--- src/rtl/uart_rx_port_pkg.sv ---
// Shared IO-bus definitions for the UART receive port: bus commands, register
// offsets, STATUS bit positions and the receiver state encoding.
package uart_rx_port_pkg;

    localparam logic [1:0] CMD_READ    = 2'b00;
    localparam logic [1:0] CMD_WRITE   = 2'b01;
    localparam logic [1:0] CMD_READ_B  = 2'b10;
    localparam logic [1:0] CMD_WRITE_B = 2'b11;

    localparam logic [15:0] UART_RX_DATA   = 16'h0000;
    localparam logic [15:0] UART_RX_STATUS = 16'h0002;

    localparam int unsigned ST_RDY     = 0;
    localparam int unsigned ST_OVR     = 1;
    localparam int unsigned ST_FERR    = 2;
    localparam int unsigned ST_PERR    = 3;
    localparam int unsigned ST_CNT_LSB = 4;

    typedef enum logic [2:0] {
        RX_IDLE,
        RX_START,
        RX_DATA,
        RX_PARITY,
        RX_STOP,
        RX_WAIT_IDLE
    } rx_state_t;

    function automatic logic is_read_cmd(input logic [1:0] c);
        return (c == CMD_READ) || (c == CMD_READ_B);
    endfunction

    function automatic logic is_write_cmd(input logic [1:0] c);
        return (c == CMD_WRITE) || (c == CMD_WRITE_B);
    endfunction

endpackage

--- src/rtl/uart_rx_port_if.sv ---
// IO-bus toggle run/done handshake as seen by the UART receive port.
interface uart_rx_port_if;
    logic [15:0] addr;
    logic [1:0]  cmd;
    logic        run;
    logic [15:0] wr_data;
    logic [15:0] rd_data;
    logic        done;

    modport master (output addr, cmd, run, wr_data, input rd_data, done);
    modport slave  (input addr, cmd, run, wr_data, output rd_data, done);
endinterface

--- src/rtl/uart_rx_fifo.sv ---
// Synchronous byte FIFO; a push while full is accepted only if a pop frees a slot.
module uart_rx_fifo #(
    parameter int unsigned FIFO_DEPTH = 8
) (
    input  logic                              clk,
    input  logic                              reset_n,
    input  logic                              i_push,
    input  logic                              i_pop,
    input  logic [7:0]                        i_din,
    output logic [7:0]                        o_dout,
    output logic                              o_full,
    output logic                              o_empty,
    output logic [$clog2(FIFO_DEPTH+1)-1:0]   o_count
);
    localparam int unsigned AW = $clog2(FIFO_DEPTH);
    localparam int unsigned NW = $clog2(FIFO_DEPTH + 1);

    logic [7:0]    r_mem [FIFO_DEPTH];
    logic [AW-1:0] r_wr_ptr;
    logic [AW-1:0] r_rd_ptr;
    logic [NW-1:0] r_count;
    logic          w_wr;
    logic          w_rd;

    assign o_full  = (r_count == NW'(FIFO_DEPTH));
    assign o_empty = (r_count == '0);
    assign o_count = r_count;
    assign o_dout  = r_mem[r_rd_ptr];
    assign w_rd    = i_pop & ~o_empty;
    assign w_wr    = i_push & (~o_full | w_rd);

    always_ff @(posedge clk) begin
        if (w_wr) r_mem[r_wr_ptr] <= i_din;
    end

    always_ff @(posedge clk or negedge reset_n) begin
        if (!reset_n) begin
            r_wr_ptr <= '0;
            r_rd_ptr <= '0;
            r_count  <= '0;
        end else begin
            if (w_wr) r_wr_ptr <= r_wr_ptr + AW'(1);
            if (w_rd) r_rd_ptr <= r_rd_ptr + AW'(1);
            if (w_wr && !w_rd)      r_count <= r_count + NW'(1);
            else if (!w_wr && w_rd) r_count <= r_count - NW'(1);
        end
    end
endmodule

--- src/rtl/uart_rx_port.sv ---
// UART receive port on the IO bus: 8N1 deserialiser into a FIFO with DATA/STATUS
// registers. Define UART_RX_PARITY_EN for 8E1 frames with parity checking.
module uart_rx_port
    import uart_rx_port_pkg::*;
#(
    parameter int unsigned CLK_FREQ   = 27000000,
    parameter int unsigned BAUD       = 115200,
    parameter int unsigned FIFO_DEPTH = 8
) (
    input  logic           clk,
    input  logic           reset_n,
    uart_rx_port_if.slave  bus,
    input  logic           uart_rxp,
    output logic           rx_ready
);
    localparam int unsigned DIV = CLK_FREQ / BAUD;
    localparam int unsigned CW  = $clog2(DIV + 1);
    localparam int unsigned NW  = $clog2(FIFO_DEPTH + 1);

    rx_state_t     r_state, w_state_nxt;
    logic          r_sync1, r_sync2;
    logic [CW-1:0] r_cnt;
    logic [2:0]    r_bit_idx;
    logic [7:0]    r_shift;
    logic          r_ovr, r_ferr, r_perr;
    logic          r_done, r_rx_ready;
    logic [15:0]   r_rd_data;

    logic w_rxs, w_tick, w_sample, w_bit_clr, w_push, w_ferr_set, w_perr_set, w_par_bad;
    logic w_pending, w_is_read, w_sel_data, w_sel_stat, w_pop, w_w1c, w_ovr_set;
    logic w_full, w_empty;
    logic [7:0]    w_dout;
    logic [NW-1:0] w_count;
    logic [15:0]   w_status, w_rd_value;
    logic          w_unused_bits;

    assign w_rxs  = r_sync2;
    assign w_tick = (r_cnt == CW'(1));

    always_ff @(posedge clk or negedge reset_n) begin
        if (!reset_n) begin
            r_sync1 <= 1'b1;
            r_sync2 <= 1'b1;
        end else begin
            r_sync1 <= uart_rxp;
            r_sync2 <= r_sync1;
        end
    end

    always_ff @(posedge clk or negedge reset_n) begin
        if (!reset_n) r_state <= RX_IDLE;
        else          r_state <= w_state_nxt;
    end

    always_comb begin
        w_state_nxt = r_state;
        unique case (r_state)
            RX_IDLE:      if (!w_rxs) w_state_nxt = RX_START;
            RX_START:     if (w_tick) w_state_nxt = w_rxs ? RX_IDLE : RX_DATA;
`ifdef UART_RX_PARITY_EN
            RX_DATA:      if (w_tick && r_bit_idx == 3'd7) w_state_nxt = RX_PARITY;
            RX_PARITY:    if (w_tick) w_state_nxt = RX_STOP;
`else
            RX_DATA:      if (w_tick && r_bit_idx == 3'd7) w_state_nxt = RX_STOP;
`endif
            RX_STOP:      if (w_tick) w_state_nxt = w_rxs ? RX_IDLE : RX_WAIT_IDLE;
            RX_WAIT_IDLE: if (w_rxs) w_state_nxt = RX_IDLE;
            default:      w_state_nxt = RX_IDLE;
        endcase
    end

    always_comb begin
        w_sample   = 1'b0;
        w_bit_clr  = 1'b0;
        w_push     = 1'b0;
        w_ferr_set = 1'b0;
        w_perr_set = 1'b0;
        unique case (r_state)
            RX_START: w_bit_clr = w_tick & ~w_rxs;
            RX_DATA:  w_sample  = w_tick;
`ifdef UART_RX_PARITY_EN
            RX_PARITY: w_perr_set = w_tick & ((^r_shift) ^ w_rxs);
`endif
            RX_STOP: begin
                w_push     = w_tick & w_rxs & ~w_par_bad;
                w_ferr_set = w_tick & ~w_rxs;
            end
            default: ;
        endcase
    end

    // Counter reloads continuously in IDLE so the half-bit delay is ready on the start edge.
    always_ff @(posedge clk or negedge reset_n) begin
        if (!reset_n) begin
            r_cnt     <= '0;
            r_bit_idx <= '0;
            r_shift   <= '0;
        end else begin
            if (r_state == RX_IDLE) r_cnt <= CW'(DIV / 2);
            else if (w_tick)        r_cnt <= CW'(DIV);
            else                    r_cnt <= r_cnt - CW'(1);
            if (w_bit_clr)     r_bit_idx <= '0;
            else if (w_sample) r_bit_idx <= r_bit_idx + 3'd1;
            if (w_sample) r_shift <= {w_rxs, r_shift[7:1]};
        end
    end

`ifdef UART_RX_PARITY_EN
    logic r_par_bad;
    always_ff @(posedge clk or negedge reset_n) begin
        if (!reset_n)       r_par_bad <= 1'b0;
        else if (w_bit_clr) r_par_bad <= 1'b0;
        else if (w_perr_set) r_par_bad <= 1'b1;
    end
    assign w_par_bad = r_par_bad;
`else
    assign w_par_bad = 1'b0;
`endif

    assign w_pending  = (bus.run != r_done);
    assign w_is_read  = is_read_cmd(bus.cmd);
    assign w_sel_data = (bus.addr[15:1] == UART_RX_DATA[15:1]);
    assign w_sel_stat = (bus.addr[15:1] == UART_RX_STATUS[15:1]);
    assign w_pop      = w_pending & w_is_read & w_sel_data & ~w_empty;
    assign w_w1c      = w_pending & is_write_cmd(bus.cmd) & w_sel_stat;
    assign w_ovr_set  = w_push & w_full & ~w_pop;

    uart_rx_fifo #(.FIFO_DEPTH(FIFO_DEPTH)) u_fifo (
        .clk     (clk),
        .reset_n (reset_n),
        .i_push  (w_push),
        .i_pop   (w_pop),
        .i_din   (r_shift),
        .o_dout  (w_dout),
        .o_full  (w_full),
        .o_empty (w_empty),
        .o_count (w_count)
    );

    always_comb begin
        w_status = '0;
        w_status[ST_RDY]  = r_rx_ready;
        w_status[ST_OVR]  = r_ovr;
        w_status[ST_FERR] = r_ferr;
        w_status[ST_PERR] = r_perr;
        w_status[ST_CNT_LSB +: 4] = 4'(w_count);
    end

    always_comb begin
        w_rd_value = '0;
        if (w_sel_data && !w_empty) w_rd_value = {8'h00, w_dout};
        else if (w_sel_stat)        w_rd_value = w_status;
    end

    // Set terms are OR-ed after the clear so a same-cycle error event survives a W1C.
    always_ff @(posedge clk or negedge reset_n) begin
        if (!reset_n) begin
            r_ovr      <= 1'b0;
            r_ferr     <= 1'b0;
            r_perr     <= 1'b0;
            r_done     <= 1'b0;
            r_rd_data  <= '0;
            r_rx_ready <= 1'b0;
        end else begin
            r_ovr  <= w_ovr_set  | (r_ovr  & ~(w_w1c & bus.wr_data[ST_OVR]));
            r_ferr <= w_ferr_set | (r_ferr & ~(w_w1c & bus.wr_data[ST_FERR]));
            r_perr <= w_perr_set | (r_perr & ~(w_w1c & bus.wr_data[ST_PERR]));
            r_rx_ready <= ~w_empty;
            if (w_pending) begin
                r_done <= ~r_done;
                if (w_is_read) r_rd_data <= w_rd_value;
            end
        end
    end

    assign bus.done      = r_done;
    assign bus.rd_data   = r_rd_data;
    assign rx_ready      = r_rx_ready;
    assign w_unused_bits = ^{bus.wr_data[15:4], bus.wr_data[0], bus.addr[0]};
endmodule
--- src/flat_wrapper.sv ---
// flat-port wrapper written by rule: the top's interface ports become plain ports
module uart_rx_port_flat import uart_rx_port_pkg::*;
#(
    parameter int unsigned CLK_FREQ   = 27000000,
    parameter int unsigned BAUD       = 115200,
    parameter int unsigned FIFO_DEPTH = 8
)
  (clk, reset_n, uart_rxp, rx_ready, bus_addr, bus_cmd, bus_run, bus_wr_data, bus_rd_data, bus_done);
  uart_rx_port_if bus_i ();
  input  logic clk;
  input  logic reset_n;
  input  logic uart_rxp;
  output logic rx_ready;
  input wire logic [$bits(bus_i.addr)-1:0] bus_addr;
  input wire logic [$bits(bus_i.cmd)-1:0] bus_cmd;
  input wire logic [$bits(bus_i.run)-1:0] bus_run;
  input wire logic [$bits(bus_i.wr_data)-1:0] bus_wr_data;
  output wire logic [$bits(bus_i.rd_data)-1:0] bus_rd_data;
  output wire logic [$bits(bus_i.done)-1:0] bus_done;
  assign bus_i.addr = bus_addr;
  assign bus_i.cmd = bus_cmd;
  assign bus_i.run = bus_run;
  assign bus_i.wr_data = bus_wr_data;
  assign bus_rd_data = bus_i.rd_data;
  assign bus_done = bus_i.done;
  uart_rx_port #(.CLK_FREQ(CLK_FREQ), .BAUD(BAUD), .FIFO_DEPTH(FIFO_DEPTH)) u_core (.clk(clk), .reset_n(reset_n), .bus(bus_i), .uart_rxp(uart_rxp), .rx_ready(rx_ready));
endmodule
--- config.mk ---
export PLATFORM = sky130hd
export DESIGN_NAME = uart_rx_port_flat
export DESIGN_NICKNAME = d
export VERILOG_FILES = /design/src/rtl/uart_rx_port_pkg.sv /design/src/rtl/uart_rx_port_if.sv /design/src/rtl/uart_rx_fifo.sv /design/src/rtl/uart_rx_port.sv /design/src/flat_wrapper.sv
export SDC_FILE = /design/constraint.sdc
export NUM_CORES = 1
export LEC_CHECK = 0
export BUFFER_PORTS_ARGS = -buffer_cell sky130_fd_sc_hd__buf_2
export CELL_PAD_IN_SITES_DETAIL_PLACEMENT = 0
export CELL_PAD_IN_SITES_GLOBAL_PLACEMENT = 1
export CORE_UTILIZATION = 52
export CTS_CLUSTER_SIZE = 24
export DETAILED_ROUTE_END_ITERATION = 7
export PLACE_DENSITY_LB_ADDON = 0.1
export SLEW_MARGIN = 20
export SYNTH_ARGS = -nofsm -noshare
export SYNTH_HDL_FRONTEND = slang
export SYNTH_SLANG_ARGS = --single-unit
--- constraint.sdc ---
create_clock -name clk -period 4.7 [get_ports clk]
set_input_delay 0.235 -clock clk [delete_from_list [all_inputs] [get_ports clk]]
set_output_delay 0.235 -clock clk [all_outputs]
set_load 0.02 [all_outputs]
==> out/results.ini, run 1 <==
[setup_path]
cp_slowest_stage_delay_ns=0.41
path_depth=15
startpoint_type=flip-flop
crit_family=simple AND/OR/NAND/NOR gates
critPathKind=reg2reg
critPathArrivalTime_ns=3.34
r2r.worst_path.cells=15
worstPathMaxFanout=10
regToRegSetupSlack_ns=1.61
crit_required_ns=4.95
crit_path_end_kind=flip-flop
critPathBufInv=3
cp_slowest_cell=and2_1
cp_cell_sequence=inv_1, ha_1, nor3b_1, and2_1, and3_4, nand2_4, inv_1, ha_1, inv_1, ha_1, a21o_1, a21oi_1, xnor2_1, nor2_1, xor2_1

[clocking]
cts-htree-levels=3
holdBufCountCts=3
root_buffer=clkbuf_8
cts_tree=built
clock_path_buffers=2
clk-insertion-delay-late_ns=0.37
cts_setup_buffers=0
clk_pin_slew_worst_paths_ns=0.11
numCtsBuffers=9
post_cts_resized=0
cts.sinks=111

[power_and_ir_drop]
power.total_mw=1.66
power.leakage_nw=2.22
powerDensity_nw_per_um2=316
p_int_mw=1.27
swShare_pct=23.5
p_clk_share_pct=32.4
pwr-share-seq_pct=63.0
switchingPower_mw=0.388
comb_power_share_pct=4.6
irDropWorstVdd_mv=0.150

[layout]
num_antenna_cells=0
drive_gt1_share_pct=26.2
multi_input_area_um2=1560
stdcell_count=471
nNetsFinal=406
area.growth.synth_to_final_pct=9.67
regArea_um2=3100
finish.utilization_pct=59.5
fillers=674

[routing]
drt_iter0_markers=101
wl_per_cell_um=17.5
drtAntennaViolNets=0
drcViolationCount=10
num_vias=2607
routed_wl_um=8260
avgViaCountPerCell=5.54
firstDrtPassIters=7

[floorplan]
die-width_um=97.8
core_area_um2=8810
initial_core_util_pct=54.2
num_io_pins=56
dieHeight_um=97.8
core.rowCount=34
dieArea_um2=9570

[min_path]
min_path_cells=2
hold_class=in2reg

[placement]
placedCellCount=452
dp_hpwl_um=5590
io_buffers=32
routabilityCongestion=0.733

[outcome]
status=complete, but fails checks
violations=design-rule violations

[yosys]
synthCells=319
yosysSeqAreaShare_pct=64.9
synth_flop_cell=edfxtp_1
async_flop_share_pct=42.3
synth_edf_count=64
synth_area_um2=4780
ys_types=50
yosysWarnings=0
syn_area_per_cell_um2=15.0
synth_seq_cells=111

[global_routing]
grtUsageTotal_pct=18.9
antenna_found_initial=0
grt_pass1_vias=2638
grt_pass1_wl_um=13600
grt_max_degree=48
grt_overflow=0

[timing]
setup_viol=0
max_freq_ghz=0.324
setup-tns-final_ns=0
tightestPinTransition_ns=0.893
drv_slew=0
period_needed_ns=3.09
final_min_period_over_clock_period_pct=65.7
rsz0062_at_grt=false
fin_skew_ns=0.0135
slew_headroom_pct=40.3
hold_violations=0

[job]
max_cap_viol_count=0

[metal layers]
metal / vias up / GRT usage (%) / part of all wire (%) / wire, um
met5: - / 0 / 0 / 0
met4: 0 / 8.16 / 1.9 / 159
met3: 12 / 3.22 / 3.2 / 261
met2: 51 / 29.7 / 48 / 3980
met1: 1290 / 26.3 / 47 / 3860
li1: 1254 / - / - / -
[metrics by stage]
stage          setup WS [ns]  hold WS, ns  instance area, um2
2_1_floorplan           2.01      -0.0606                4800
3_3_place_gp            1.64        0.341                5010
3_5_place_dp            1.61        0.303                5020
4_1_cts                 1.58       0.0689                5240
5_1_grt                 1.34       0.0826                5240
6_report                1.61       0.0817                5240
[sequential cells by signal (all words and copies together) (netlist names), 3 cells and up]
signal and count:
u_core.bus.rd_data 8, u_core.r_bit_idx 3, u_core.r_cnt 8, u_core.r_shift 8, u_core.r_state 3, u_core.u_fifo.o_count 4
u_core.u_fifo.r_mem 64, u_core.u_fifo.r_rd_ptr 3, u_core.u_fifo.r_wr_ptr 3
[cells in the mapped netlist, types with 2 or more instances]
cell | instances | area share [%]
inv_1 | 7 | 0.55
clkbuf_1 | 4 | 0.31
nor4_1 | 4 | 0.52
mux4_2 | 16 | 7.5
dfrtp_1 | 45 | 24
buf_4 | 10 | 1.6
nand2_1 | 17 | 1.3
nand2b_1 | 4 | 0.52
mux2_1 | 3 | 0.71
xor2_1 | 6 | 1.1
buf_2 | 2 | 0.21
mux2_2 | 15 | 3.5
dfstp_2 | 2 | 1.1
ha_1 | 9 | 2.4
a32o_1 | 2 | 0.42
nor2b_1 | 3 | 0.39
xnor2_1 | 9 | 1.7
nand3b_1 | 2 | 0.31
or3_1 | 2 | 0.26
nand3_1 | 7 | 0.73
o21ai_0 | 7 | 0.73
and2_1 | 2 | 0.26
nor2_1 | 17 | 1.3
a21o_1 | 3 | 0.47
nor3_1 | 8 | 0.84
nand4_1 | 4 | 0.52
a21oi_1 | 22 | 2.3
nor3b_1 | 2 | 0.31
edfxtp_1 | 64 | 40
[cells by family (layout without fill, tap and decap cells)]
group / Yosys count / after routing / synth area share, %
compound gates: 39 / 39 / 4.77
other cells: 1 / 8 / 0.0785
flops: 111 / 111 / 64.9
fa+ha+maj: 10 / 10 / 2.78
mux: 35 / 35 / 12.1
buf+inv: 26 / 63 / 3.07
xor+xnor: 15 / 15 / 2.75
simple gates: 82 / 82 / 9.54
[worst paths after layout]
kind | startpoint | end
setup / recovery | u_core.r_cnt[1] | u_core.u_fifo.o_count[3]
min in group asynchronous | reset_n | u_core.u_fifo.r_rd_ptr[0]
setup reg to reg | u_core.r_cnt[1] | u_core.u_fifo.o_count[3]
hold reg to reg | u_core.r_sync1 | u_core.r_sync2
max in group asynchronous | reset_n | u_core.r_shift[4]
hold / removal | bus_wr_data[3] | u_core.r_perr
[final cells by class]
cell class | instances | share of cell area, %
sequential | 111 | 59.2
multi-input combinational | 189 | 29.7
timing repair buffer | 40 | 4.40
tap | 108 | 2.58
clock buffer | 10 | 2.44
clock inverter | 6 | 1.17
inverter | 7 | 0.502
[placed cells by master, fill, tap and decap left out, types with 7 or more instances in the layout]
cell type and n:
a21oi_1 22, buf_2 31, clkbuf_8 9, conb_1 8
dfrtp_1 44, edfxtp_1 64, ha_1 9, inv_1 7
mux2_2 15, mux4_2 16, nand2_1 17, nand3_1 7
nor2_1 17, nor3_1 8, o21ai_0 7, xnor2_1 9
[power groups by stage]
stage               Clock (mW)  Sequential [mW]  Combinational (mW)
finish                   0.536             1.04              0.0768
detailed placement           0             1.06              0.0762
floorplan                    0             1.08              0.0295
global placement             0             1.06              0.0751
global route             0.592             1.04              0.0852
CTS                      0.555             1.04              0.0782
[worst reg2reg max path: cells and delay by family (launching register included)]
kind	cells	cell delay (ns)
xor gates and xnor gates	2	0.27
DFF	1	0.39
AOI/OAI and AO/OA	2	0.34
adders and majority gates	3	0.59
and+or+nand+nor	5	1.16
buffers and inverters	3	0.23
No activity file was read; power rests on OpenSTA's default activity.
==> inputs of run 2 (changes only) <==
--- a/config.mk
+++ b/config.mk
@@ -8,7 +8,7 @@
 export BUFFER_PORTS_ARGS = -buffer_cell sky130_fd_sc_hd__buf_2
 export CELL_PAD_IN_SITES_DETAIL_PLACEMENT = 0
 export CELL_PAD_IN_SITES_GLOBAL_PLACEMENT = 1
-export CORE_UTILIZATION = 52
+export CORE_UTILIZATION = 48
 export CTS_CLUSTER_SIZE = 24
 export DETAILED_ROUTE_END_ITERATION = 7
 export PLACE_DENSITY_LB_ADDON = 0.1
==> constraint.sdc (replaced) <==
create_clock -name clk -period 3.2 [get_ports clk]
set_input_delay 0.16 -clock clk [delete_from_list [all_inputs] [get_ports clk]]
set_output_delay 0.16 -clock clk [all_outputs]
set_load 0.02 [all_outputs]
==> run 2 against run 1 <==
Compared with the run above: the flow now finishes without violations; final area increased by 2.3%; via count up 0.31%; largest cell class unchanged; hold slack lost 0.024 ns; cell count rose by 7.6%; register-to-register slack got worse by 1.3 ns; combinational power grew 52%; sequential power grew 47%; wire length increased by 2.1%.
==> out/results.ini, run 2 (synthesis gave the netlist of run 1 again) <==
[routing]
routed_wl_um=8440
drtAntennaViolNets=0
wl_per_cell_um=16.6
drcViolationCount=0
avgViaCountPerCell=5.16
firstDrtPassIters=4
num_vias=2615
drt_iter0_markers=100

[layout]
final_common_cell=edfxtp_1
top_register=u_core.u_fifo.r_mem
fin_area_um2=5360
num_antenna_cells=0
drive_gt1_share_pct=28.1
area.growth.synth_to_final_pct=12.2
finish.utilization_pct=55.1
most-common-layout-cells=64 x edfxtp_1, 45 x dfrtp_1, 32 x buf_2
largest_reg_flops=64
stdcell_count=507
nNetsFinal=417

[clocking]
cts-htree-levels=3
clk_pin_slew_worst_paths_ns=0.11
cts.sinks=111
cts_setup_buffers=0
root_buffer=clkbuf_8
cts_tree=built
clock_path_buffers=2
clk-insertion-delay-late_ns=0.38
numCtsBuffers=9

[setup_path]
critPathKind=reg2reg
worstPathMaxFanout=7
rr_endpoint=u_core.u_fifo.o_count[3]
cp_slowest_stage_delay_ns=0.39
cp_cell_sequence=inv_1, ha_1, nor3b_1, and2_1, and3_4, nand2_4, inv_1, ha_1, inv_1, ha_1, a21o_1, a21oi_1, xnor2_1, nor2_1, xor2_1
startpoint_type=flip-flop
crit_path_end_kind=flip-flop
crit_family=simple AND/OR/NAND/NOR gates
r2r.worst_path.cells=15
critPathBufInv=3
crit_required_ns=3.46
critPathArrivalTime_ns=3.10
reg2reg_from=u_core.r_cnt[1]
cp_slowest_cell=dfrtp_1
regToRegSetupSlack_ns=0.36

[placement]
routabilityCongestion=0.736
dpl_cell_area_um2=5120
placedCellCount=487
dp_hpwl_um=5630
io_buffers=32

[timing]
drv_slew=0
hold_violations=0
final_min_period_over_clock_period_pct=88.8
fin_skew_ns=0.0141
setup_viol=0
slew_headroom_pct=39.0
tightestPinTransition_ns=0.916
setup-tns-final_ns=0
period_needed_ns=2.84
max_freq_ghz=0.352
rsz0062_at_grt=false

[min_path]
min_path_cells=2
hold_class=in2reg
whs_endpoint=u_core.r_perr
min_from=bus_cmd[0]

[floorplan]
dieArea_um2=10400
die-width_um=102
num_io_pins=56
core_area_um2=9730
core.rowCount=36
dieHeight_um=102
initial_core_util_pct=49.1

[global_routing]
grt_overflow=0
grt_pass1_wl_um=13500
grt_max_degree=40
grtUsageTotal_pct=18.2
antenna_found_initial=0
grt_pass1_vias=2503

[power_and_ir_drop]
irDropWorstVdd_mv=0.248
powerDensity_nw_per_um2=460
power.leakage_nw=2.29
power.total_mw=2.46

[job]
max_cap_viol_count=0

[outcome]
status=finished clean

[run 2: cell types whose count changed in the layout (fill, tap and decap cells not counted)]
| cell | change |
|---|---|
| buf_4 | +9 |
| buf_2 | +1 |
| clkbuf_1 | -1 |
| clkinv_2 | +1 |
| clkinv_8 | +1 |
| clkinvlp_4 | -1 |
| dfrtp_1 | +1 |
| dfrtp_2 | -1 |
| dlygate4sd3_1 | +1 |
[run 2: power breakdown]
part | switching (mW) | internal, mW | leakage, nW
Sequential | 0.0111 | 1.52 | 1.35
Clock | 0.509 | 0.308 | 0.102
Combinational | 0.0754 | 0.0417 | 0.833
[run 2: metrics by stage]
step | worst slack (ns) | hold WS, ns
3_3_place_gp | 0.393 | 0.267
6_report | 0.358 | 0.0573
2_1_floorplan | 0.509 | -0.136
4_1_cts | 0.338 | 0.0384
5_1_grt | 0.0395 | 0.0526
3_5_place_dp | 0.385 | 0.267
[run 2: worst max-delay path by stage]
stage / from / endpoint / slack (ns) / cells past startpoint
global placement: bus_addr[6] / u_core.u_fifo.o_count[3] / 0.39 / 14
CTS: u_core.r_cnt[1] / u_core.u_fifo.o_count[3] / 0.34 / 15
floorplan: u_core.r_cnt[1] / u_core.u_fifo.o_count[3] / 0.51 / 16
detailed placement: u_core.r_cnt[1] / u_core.u_fifo.o_count[3] / 0.38 / 15
finish: u_core.r_cnt[1] / u_core.u_fifo.o_count[3] / 0.36 / 15
global route: u_core.r_cnt[1] / u_core.u_fifo.o_count[3] / 0.04 / 15
[run 2: routing by layer]
metal	vias to the layer above	routed length, um	global-route usage [%]	share of wire (%)
met3	8	365	4.07	4.3
met1	1283	4070	26.5	48
met5	-	0	0	0
li1	1275	-	-	-
met2	49	3890	27.4	46
met4	0	102	5.69	1.2
[run 2: layout make-up]
class / instances / area, um2
tap: 133 / 166
sequential: 111 / 3100
clock buffer: 9 / 124
inverter: 7 / 26.3
fill: 814 / 4370
multi-input combinational: 189 / 1560
clock inverter: 7 / 75.1
timing repair buffer: 51 / 313
[run 2: what timing repair did]
item / 4_1_cts / 5_1_grt
hold buffers: 4 / 0
gates resized for setup: 0 / 0
hold endpoints to repair: 41 / 0
==> inputs of run 3 (changes only) <==
--- a/config.mk
+++ b/config.mk
@@ -8,7 +8,7 @@
 export BUFFER_PORTS_ARGS = -buffer_cell sky130_fd_sc_hd__buf_2
 export CELL_PAD_IN_SITES_DETAIL_PLACEMENT = 0
 export CELL_PAD_IN_SITES_GLOBAL_PLACEMENT = 1
-export CORE_UTILIZATION = 48
+export CORE_UTILIZATION = 45
 export CTS_CLUSTER_SIZE = 24
 export DETAILED_ROUTE_END_ITERATION = 7
 export PLACE_DENSITY_LB_ADDON = 0.1
==> run 3 against run 2 <==
Compared with the run above: wire length rose by 2.4%; sequential power about the same; sequential share of layout area down 0.28 points; hold slack worse by 0.010 ns; count of clock-buffer cells in the layout unchanged; combinational power hardly changed; final area increased by 0.49%; total power increased by 2.2%; critical path depth unchanged; clock power up 6.5%; critical endpoint unchanged; largest cell class unchanged; highest routed layer unchanged.
==> out/results.ini, run 3 (synthesis gave the netlist of run 1 again) <==
[outcome]
status=finished clean

[routing]
drt_iter0_markers=78
drtAntennaViolNets=0
drcViolationCount=0
avgViaCountPerCell=5.26
num_vias=2686
firstDrtPassIters=5
routed_wl_um=8640
wl_per_cell_um=16.9

[floorplan]
dieHeight_um=105
initial_core_util_pct=46.3
core_area_um2=10300
dieArea_um2=11000
num_io_pins=56
die-width_um=105
core.rowCount=37

[clocking]
post_cts_resized=0
cts.sinks=111
root_buffer=clkbuf_8
holdBufCountCts=4
clk-insertion-delay-late_ns=0.37
cts_setup_buffers=0
clk_pin_slew_worst_paths_ns=0.10
numCtsBuffers=9
clock_path_buffers=2
cts_tree=built
cts-htree-levels=3

[global_routing]
antenna_found_initial=0
grt_overflow=0
grt_max_degree=40
grt_pass1_vias=2734
grtUsageTotal_pct=17.5
grt_pass1_wl_um=14200

[setup_path]
crit_family=simple AND/OR/NAND/NOR gates
crit_required_ns=3.46
critPathKind=reg2reg
crit_path_end_kind=flip-flop
worstPathMaxFanout=7
critPathArrivalTime_ns=3.14
cp_slowest_cell=dfrtp_1
cp_cell_sequence=inv_1, ha_1, nor3b_1, and2_1, and3_4, nand2_4, inv_1, ha_1, inv_1, ha_1, a21o_1, a21oi_1, xnor2_1, nor2_1, xor2_1
startpoint_type=flip-flop
cp_slowest_stage_delay_ns=0.39
reg2reg_from=u_core.r_cnt[1]
crit_start=u_core.r_cnt[1]
critPathBufInv=3

[placement]
io_buffers=32
place_ws_ns=0.357
routabilityCongestion=0.744
dp_hpwl_um=5780

[min_path]
hold_class=in2reg
min_from=bus_cmd[0]

[timing]
final_min_period_over_clock_period_pct=89.7
drv_slew=0
slew_headroom_pct=40.6
rsz0062_at_grt=false
fin_skew_ns=0.0101
setup_viol=0
hold_violations=0
max_freq_ghz=0.348
setup-tns-final_ns=0
setup_ws_ns=0.328
tightestPinTransition_ns=0.890
period_needed_ns=2.87

[layout]
largest_reg_flops=64
top_register=u_core.u_fifo.r_mem
final_common_cell=edfxtp_1
drive_gt1_share_pct=28.3
fillers=885
nNetsFinal=418
most-common-layout-cells=64 x edfxtp_1, 45 x dfrtp_1, 32 x buf_2
num_antenna_cells=0
area.growth.synth_to_final_pct=12.8

[power_and_ir_drop]
powerDensity_nw_per_um2=468
irDropWorstVdd_mv=0.261
power.leakage_nw=2.29

[job]
max_cap_viol_count=0

run 3: cell types whose count changed in the layout (fill, tap and decap cells not counted), sizes merged:
cell,previous run,this run
buf,47,48
bufinv,0,1
inv,10,9
clkinv,4,2
clkinvlp,0,2
run 3: metal layers:
layer,wire (um),global-route usage [%]
met2,4240,28.5
met3,388,3.93
met4,82,5.73
met1,3930,23.3
met5,0,0
run 3: power by group:
| group | internal (mW) | switching (mW) |
|---|---|---|
| clock network | 0.378 | 0.491 |
| registers | 1.52 | 0.0124 |
| logic | 0.0417 | 0.0749 |
run 3: worst register-to-register path: cells and delay by family, from the launching register on:
kind                       cells  cell delay (ns)
xor gates and xnor gates       2             0.27
and+or+nand+nor                5             0.91
AOI/OAI and AO/OA              2             0.34
DFF                            1             0.39
buffers and inverters          3             0.25
adders and majority gates      3             0.61
run 3: cell type report:
cell class | instances | area, um2 | area share (%)
sequential | 111 | 3100 | 57.6
multi-input combinational | 189 | 1560 | 28.9
timing repair buffer | 52 | 320 | 5.95
tap | 136 | 170 | 3.16
clock buffer | 9 | 124 | 2.30
clock inverter | 7 | 90.1 | 1.67
inverter | 7 | 26.3 | 0.488
run 3: final timing paths:
| check | slack (ns) | to | cells after the start |
|---|---|---|---|
| min in group asynchronous | 0.43 | u_core.u_fifo.r_rd_ptr[2] | 2 |
| max in group asynchronous | 2.00 | u_core.r_sync2 | 3 |
| worst min register to register | 0.36 | u_core.r_sync2 | 0 |
| worst min-delay path | 0.05 | u_core.r_perr | 2 |
| worst max-delay path | 0.33 | u_core.u_fifo.o_count[3] | 15 |
| worst max register to register | 0.33 | u_core.u_fifo.o_count[3] | 15 |
run 3: metrics by stage:
| step | hold WS, ns | instance area [um2] | std cells | util, % | power (mW) |
|---|---|---|---|---|---|
| finish | 0.0470 | 5390 | 511 | 52.2 | 2.52 |
| global placement | 0.266 | 5130 | 491 | 49.7 | 1.68 |
| CTS | 0.0336 | 5390 | 511 | 52.2 | 2.55 |
| global route | 0.0576 | 5390 | 511 | 52.2 | 2.62 |
| floorplan | -0.136 | 4800 | 326 | - | 1.63 |
| detailed placement | 0.267 | 5130 | 491 | 49.7 | 1.68 |
